**config.mk**
```make
export PLATFORM = sky130hd
export DESIGN_NAME = receive
export DESIGN_NICKNAME = d
export VERILOG_FILES = /design/src/rtl/spart_pkg.sv /design/src/rtl/sync2.sv /design/src/rtl/receive.sv
export SDC_FILE = /design/constraint.sdc
export NUM_CORES = 1
export LEC_CHECK = 0
export CAP_MARGIN = 40
export CORE_MARGIN = 4
export CORE_UTILIZATION = 47
export CTS_CLUSTER_DIAMETER = 150
export CTS_CLUSTER_SIZE = 10
export DETAILED_ROUTE_END_ITERATION = 10
export DONT_BUFFER_PORTS = 1
export GPL_TIMING_DRIVEN = 0
export HOLD_SLACK_MARGIN = 0.02
export PLACE_DENSITY = 0.62
export SLEW_MARGIN = 0
export SYNTH_ARGS = -nofsm -noshare
export SYNTH_HDL_FRONTEND = slang
export SYNTH_SLANG_ARGS = --single-unit
```
**constraint.sdc**
```tcl
create_clock -name clk -period 1.3 [get_ports clk]
set_input_delay 0.26 -clock clk [delete_from_list [all_inputs] [get_ports clk]]
set_output_delay 0.26 -clock clk [all_outputs]
set_load 0.005 [all_outputs]
```
**src/rtl/spart_pkg.sv**
```systemverilog
// rtl/spart_pkg.sv - shared SPART types, register addresses and defaults
package spart_pkg;

    typedef enum logic [1:0] {
        IDLE  = 2'd0,
        START = 2'd1,
        DATA  = 2'd2,
        STOP  = 2'd3
    } rx_state_t;

    localparam logic [1:0] ADDR_DATA   = 2'b00;
    localparam logic [1:0] ADDR_STATUS = 2'b01;

    localparam int DEFAULT_OVERSAMPLE = 16;

endpackage

```
**src/rtl/sync2.sv**
```systemverilog
// rtl/sync2.sv - two-flop synchronizer for an asynchronous input
module sync2 #(
    parameter logic RESET_VAL = 1'b1
) (
    input  logic clk,
    input  logic resetn,
    input  logic d,
    output logic q
);

    logic meta;

    always_ff @(posedge clk) begin
        if (!resetn) begin
            meta <= RESET_VAL;
            q    <= RESET_VAL;
        end else begin
            meta <= d;
            q    <= meta;
        end
    end

endmodule

```
**src/rtl/receive.sv**
```systemverilog
// rtl/receive.sv - SPART serial receiver: 8N1 deserializer with RDA/FE/OVR flags
module receive
    import spart_pkg::*;
#(
    parameter int OVERSAMPLE = DEFAULT_OVERSAMPLE
) (
    input  logic       clk,
    input  logic       rst,
    input  logic       Enable,
    input  logic       RxD,
    input  logic       IOCS,
    input  logic       IORW,
    input  logic [1:0] IOADDR,
    output logic [7:0] RX_DATA,
    output logic       RDA,
    output logic       FE,
    output logic       OVR
);

    localparam int TW = $clog2(OVERSAMPLE);
    localparam logic [TW-1:0] TICK_MID = TW'(OVERSAMPLE / 2 - 1);
    localparam logic [TW-1:0] TICK_END = TW'(OVERSAMPLE - 1);

    logic            resetn;
    logic            rxs;
    rx_state_t       state, state_nxt;
    logic [TW-1:0]   tick;
    logic [2:0]      bit_cnt;
    logic [7:0]      shift;
    logic            mid_hit, end_hit;
    logic            cnt_clr, shift_en, load_byte;
    logic            rd_data, rd_status;

    // Deselecting the chip is treated exactly like a reset.
    assign resetn = rst & IOCS;

    sync2 #(.RESET_VAL(1'b1)) u_sync (
        .clk    (clk),
        .resetn (resetn),
        .d      (RxD),
        .q      (rxs)
    );

    assign mid_hit   = Enable && (tick == TICK_MID);
    assign end_hit   = Enable && (tick == TICK_END);
    assign rd_data   = IOCS && IORW && (IOADDR == ADDR_DATA);
    assign rd_status = IOCS && IORW && (IOADDR == ADDR_STATUS);

    always_ff @(posedge clk) begin
        if (!resetn) state <= IDLE;
        else         state <= state_nxt;
    end

    always_comb begin
        state_nxt = state;
        case (state)
            IDLE:  if (Enable && !rxs)              state_nxt = START;
            START: if (mid_hit)                     state_nxt = rxs ? IDLE : DATA;
            DATA:  if (end_hit && bit_cnt == 3'd7)  state_nxt = STOP;
            STOP:  if (end_hit)                     state_nxt = IDLE;
            default:                                state_nxt = IDLE;
        endcase
    end

    // Counters sit at zero in IDLE and restart at the mid-start sample,
    // so later samples land in the middle of each bit cell.
    always_comb begin
        cnt_clr   = 1'b0;
        shift_en  = 1'b0;
        load_byte = 1'b0;
        case (state)
            IDLE:    cnt_clr   = 1'b1;
            START:   cnt_clr   = mid_hit;
            DATA:    shift_en  = end_hit;
            STOP:    load_byte = end_hit;
            default: cnt_clr   = 1'b1;
        endcase
    end

    always_ff @(posedge clk) begin
        if (!resetn) begin
            tick    <= '0;
            bit_cnt <= '0;
            shift   <= '0;
            RX_DATA <= '0;
            RDA     <= 1'b0;
            FE      <= 1'b0;
            OVR     <= 1'b0;
        end else begin
            if (cnt_clr)     tick <= '0;
            else if (Enable) tick <= tick + 1'b1;

            if (cnt_clr)       bit_cnt <= '0;
            else if (shift_en) bit_cnt <= bit_cnt + 3'd1;

            if (shift_en) shift <= {rxs, shift[7:1]};

            if (load_byte) begin
                RX_DATA <= shift;
                RDA     <= 1'b1;
                FE      <= !rxs;
                // A concurrent data read consumes the old byte, so no overrun.
                OVR     <= rd_data ? 1'b0 : (OVR | RDA);
            end else begin
                if (rd_data) begin
                    RDA <= 1'b0;
                    OVR <= 1'b0;
                end
                if (rd_status) FE <= 1'b0;
            end
        end
    end

endmodule
```
==> results of run 1 <==
worst min-delay path by stage:
stage,endpoint,slack (ns)
global placement,u_sync.meta,0.37
global route,OVR,0.09
CTS,u_sync.meta,0.02
detailed placement,u_sync.meta,0.37
finish,OVR,0.11
floorplan,u_sync.meta,0.37
sequential cells by signal, summed over array words and instances (netlist names), named ones only:
signal and count:
u_sync.meta 1, OVR 1, RX_DATA 8, tick 4, RDA 1, shift 8
state 1, bit_cnt 3, u_sync.q 1, FE 1
repair_timing:
| item | CTS | global route |
|---|---|---|
| hold buffers | 0 | 1 |
| hold endpoints to repair | 0 | 1 |
| cloned | 0 | 1 |
| buffers inserted | 0 | 1 |
| pin swaps | 0 | 3 |
| gates resized for setup | 4 | 28 |
| setup endpoints to repair | 23 | 23 |
power by group:
group / total, mW / internal (mW) / switching, mW
combinational: 0.0318 / 0.0112 / 0.0206
sequential: 0.917 / 0.916 / 0.000664
clock: 0.576 / 0.262 / 0.315
total: 1.52 / 1.19 / 0.336
cells by family (layout without fill, tap and decap cells):
family                   after synthesis  in the layout  share of synthesized area
adder cells (fa/ha/maj)                3              3                     0.0297
multiplexers                           1              1                    0.00793
buffers and inverters                 16             27                     0.0733
flip-flops                            30             30                      0.476
XOR/XNOR                               4              4                     0.0278
AO/OA/AOI/OAI                         49             49                      0.209
AND/OR/NAND/NOR                       43             43                      0.176
metrics by stage:
stage               hold slack (ns)  power, mW  instances
floorplan                     0.367      0.964        146
global placement              0.370      0.969        176
detailed placement            0.370      0.970        176
CTS                          0.0226       1.54        184
global route                 0.0949       1.58        187
finish                        0.109       1.52        187
metal layers:
layer / up-vias / global-route usage / share of wire
met5: - / 0 / 0
met4: 0 / 0.0759 / 0.014
met3: 5 / 0.0583 / 0.061
met2: 21 / 0.224 / 0.44
met1: 489 / 0.230 / 0.49
li1: 540 / - / -
placed cells by master, fill, tap and decap left out, types with 2 or more instances in the layout:
cell type,netlist,layout
o21ai_0,20,16
a21oi_2,0,4
dfxtp_1,30,28
xor2_1,3,3
o21ai_1,0,3
buf_8,0,3
a31oi_1,2,2
or2_2,2,2
inv_1,2,2
clkbuf_4,0,7
buf_4,3,5
nor2_1,6,6
nand4_1,2,2
a21oi_1,22,18
nand3_1,22,21
dfxtp_4,0,2
nand2_1,3,3
ha_1,3,2
clkbuf_1,4,3
buf_2,5,3
cell type report:
cell class              instances  area (sq um)  area share
repair buffers                  3          42.5      0.0288
multi-input cells             100           611       0.413
plain buffers                  14           113      0.0761
clock buffers                   7          55.1      0.0372
well taps                      30          37.5      0.0254
clock inverters                 1          5.00     0.00338
inverters                       2          7.51     0.00508
flip-flops and latches         30           608       0.411
worst reg2reg max path, stage by stage, from the launching register on:
cell	delay [ns]
dfxtp_1	0.31
buf_4	0.15
nand3b_1	0.18
buf_2	0.20
o21ai_0	0.22
a21oi_2	0.08
==> results.ini, run 1 <==
[timing]
fin_crit_sh = 0.982
setup_tns_ns = 0
finalSetupViolations = 0
worst_slack_ns = 0.0236
layout_min_cycle_time_ns = 1.28
final-max-slew-violation-count = 0
maxSlewHeadroom = 0.661
finalHoldViolations = 0
skew_ns = 0.0142
worst_pin_slew_ns = 0.508
clock.fmax_ghz = 0.783
rsz0062_at_grt = yes

[critical_path]
slowest_stage = dfxtp_1
end_kind = flop
r2r-start = state[0]
path_class = flop to flop
crit_required_ns = 1.51
r2r-end = shift[5]
crit_start = state[0]
cp.depth = 5
r2r_cells = 5
endpoint = shift[5]
critPathBufInv = 2
arrival_ns = 1.48
start_kind = flop
critPathMaxFanout = 10
cp_cell_sequence = buf_4, nand3b_1, buf_2, o21ai_0, a21oi_2
crit_family = buffers and inverters
r2r_slack_ns = 0.02
cp_slowest_stage_delay_ns = 0.31

[global_routing]
grt_max_degree = 11
antenna_found_initial = 0
grt_usage = 0.165
grt_pass1_wl_mm = 4.41
first_global_vias = 969
grt-ovfl-total = 0

[final_layout]
diodes = 0
drive_above_1_share = 0.210
fin_area_sq_um = 1480
utilization = 0.586
nets = 167
nFillCells = 246
syn2layout_area_growth_pct = 17.1

[worst_hold_path]
hold_depth = 2
worstHoldPathType = input pin to flop
hold_start = IOADDR[0]

[power]
ir_drop_v = 0.000776
p_leak_nw = 0.494
power.density_nw_per_um2 = 1030

[clock_tree]
cts-root-buf = clkbuf_4
cts_max_level = 2
numCtsBuffers = 5
cts_tree = done
clkLatencyLatePin_ns = 0.33
cts.clk_slew.worst_paths_ns = 0.10
cts.sinks = 30
clock_path_buffers = 2

[placement]
place_congestion = 0.734
dp_slack_ns = -0.0926
dp_hpwl_mm = 1.75
io_buffer_count = 0
dpl_cell_area_sq_um = 1300

[floorplan]
coreArea_sq_um = 2520
dieArea_sq_um = 3580
rows = 18
die_w_microns = 59.8
ioPinCount = 19
start_util = 0.500
dieHeight_microns = 59.8

[synth]
yosysWarnings = 0
yosysTopAreaCell = dfxtp_1
synth_enable_flop_cells = 0
synth-seq-cells = 30
synth_ff_type = dfxtp_1
yosys-top-cells-count = 30 x dfxtp_1, 22 x a21oi_1, 22 x nand3_1
synthTopCellsByArea = dfxtp_1 48%, a21oi_1 8.7%, nand3_1 8.7%, o21ai_0 7.9%, ha_1 3.0%
synth.avg_cell_area_sq_um = 8.65
syn-cell-area_sq_um = 1260
async_reset_ff_frac = 0
ys_types = 30
synth_fp_nets = 157
yosysTopAreaCellShare = 0.476
syn_inst = 146
synth-seq-area-share = 0.476
yosysMostFrequentCell = dfxtp_1

[routing]
ant_nets = 0
routedWlPerCell_microns = 14.3
drt_iter0_drc = 26
vias_per_cell = 5.64
dr_total_vias = 1055
postRouteWirelength_mm = 2.67
firstDrtPassIters = 4
drc = 0

[outcome]
status = finished clean

[flow_run]
maxCapViolCount = 0

(Power assumes the default switching activity.)
==> run 2: changes to the inputs <==
--- a/config.mk
+++ b/config.mk
@@ -15,6 +15,7 @@
 export GPL_TIMING_DRIVEN = 0
 export HOLD_SLACK_MARGIN = 0.02
 export PLACE_DENSITY = 0.62
+export REMOVE_ABC_BUFFERS = 1
 export SLEW_MARGIN = 0
 export SYNTH_ARGS = -nofsm -noshare
 export SYNTH_HDL_FRONTEND = slang
==> run 2 against run 1 <==
Net effect: clock power down 6.6%; sequential share of layout area up 1.9 points; worst setup slack better by 0.0092 ns; non-clock buffer count down 9; fmax up 0.73%; sequential power about the same; first-iteration DRC count up 85%; critical endpoint is now OVR.
==> results.ini, run 2 (synthesized netlist as in run 1, its figures left out) <==
[power]
power.density_nw_per_um2 = 1030
p_leak_nw = 0.456
ir_drop_v = 0.000661
p_total_mw = 1.47

[final_layout]
top_regs = RX_DATA x8, shift x8, tick x4
diodes = 0
syn2layout_area_growth_pct = 13.0
nets = 160
drive_above_1_share = 0.209
layout_common_cells = 24 x dfxtp_1, 21 x a21oi_1, 20 x nand3_1
final_common_cell = dfxtp_1
nFillCells = 233

[floorplan]
ioPinCount = 19
rows = 18
die_w_microns = 59.8
dieHeight_microns = 59.8
start_util = 0.500
coreArea_sq_um = 2520
dieArea_sq_um = 3580

[critical_path]
arrival_ns = 1.45
cp_slowest_stage_delay_ns = 0.37
path_class = flop to flop
critPathMaxFanout = 7
crit_required_ns = 1.49
slowest_stage = dfxtp_4
end_kind = flop
cp_cell_sequence = ha_4, and3_4, buf_4, a31oi_1, nor3_1
start_kind = flop

[routing]
dr_total_vias = 1072
drt_iter0_drc = 48
routedWlPerCell_microns = 15.7
vias_per_cell = 6.02
ant_nets = 0
firstDrtPassIters = 4
postRouteWirelength_mm = 2.80
drc = 0

[worst_hold_path]
worstHoldPathType = input pin to flop

[clock_tree]
cts_hold_buffers = 0
cts_tree = done
clkLatencyLatePin_ns = 0.33
cts.sinks = 30
cts_max_level = 2
cts-root-buf = clkbuf_4
numCtsBuffers = 5
clock_path_buffers = 2
cts.clk_slew.worst_paths_ns = 0.08

[global_routing]
grt-ovfl-total = 0
first_global_vias = 993
antenna_found_initial = 0
grt_usage = 0.185
grt_max_degree = 24
grt_pass1_wl_mm = 4.77

[timing]
fin_crit_sh = 0.975
maxSlewHeadroom = 0.473
final-max-slew-violation-count = 0
worst_slack_ns = 0.0328
layout_min_cycle_time_ns = 1.27
rsz0062_at_grt = yes
finalSetupViolations = 0
skew_ns = 0.00162
setup_tns_ns = 0
clock.fmax_ghz = 0.789
worst_pin_slew_ns = 0.789
finalHoldViolations = 0

[placement]
dp_slack_ns = -0.559
place_congestion = 0.709
dp_hpwl_mm = 1.55
io_buffer_count = 0

[flow_run]
maxCapViolCount = 0

[outcome]
status = finished clean

## run 2: repair_timing
action | 4_1_cts | 5_1_grt
buffers inserted | 6 | 2
pin swaps | 2 | 3
gates resized for setup | 12 | 11
gates cloned | 2 | 0
endpoints found under the setup margin | 24 | 22
## run 2: cell type report
type	count	area (sq um)	area share
multi-input combinational	102	632	0.443
tap	30	37.5	0.0263
clock buffer	6	51.3	0.0360
inverter	2	7.51	0.00526
timing repair buffer	8	85.1	0.0596
sequential	30	613	0.430
## run 2: metrics by stage
step                instance area [sq um]   util  hold slack (ns)  std cells
finish                               1430  0.565           0.0349        178
global route                         1430  0.565           0.0357        178
CTS                                  1380  0.548           0.0256        176
detailed placement                   1210  0.482            0.376        162
global placement                     1210  0.482            0.370        162
floorplan                            1180      -            0.367        132
## run 2: per-layer routing
metal  part of all wire  global-route usage
met5                  0                   0
met4              0.025               0.136
met3              0.054              0.0432
met2               0.49               0.270
met1               0.43               0.235
## run 2: where the power goes
group / switching [mW] / leakage (nW) / total (mW) / internal [mW]
sequential: 0.000973 / 0.245 / 0.916 / 0.916
clock: 0.295 / 0.0302 / 0.538 / 0.243
combinational: 0.0143 / 0.180 / 0.0204 / 0.00606
total: 0.310 / 0.456 / 1.47 / 1.16
## run 2: worst max-delay path, delay by kind of cell (launching register included)
kind	cells	cell delay, ns
AO/OA/AOI/OAI	1	0.16
adder cells (fa/ha/maj)	1	0.19
buffers and inverters	1	0.14
flip-flops	1	0.37
AND/OR/NAND/NOR	2	0.28
## run 2: path summary, 6_finish.rpt
path | startpoint | slack, ns | to | cells after the start
max | tick[1] | 0.03 | OVR | 5
min | RxD | 0.03 | u_sync.meta | 1
max reg2reg | tick[1] | 0.03 | OVR | 5
min reg2reg | u_sync.meta | 0.42 | u_sync.q | 1
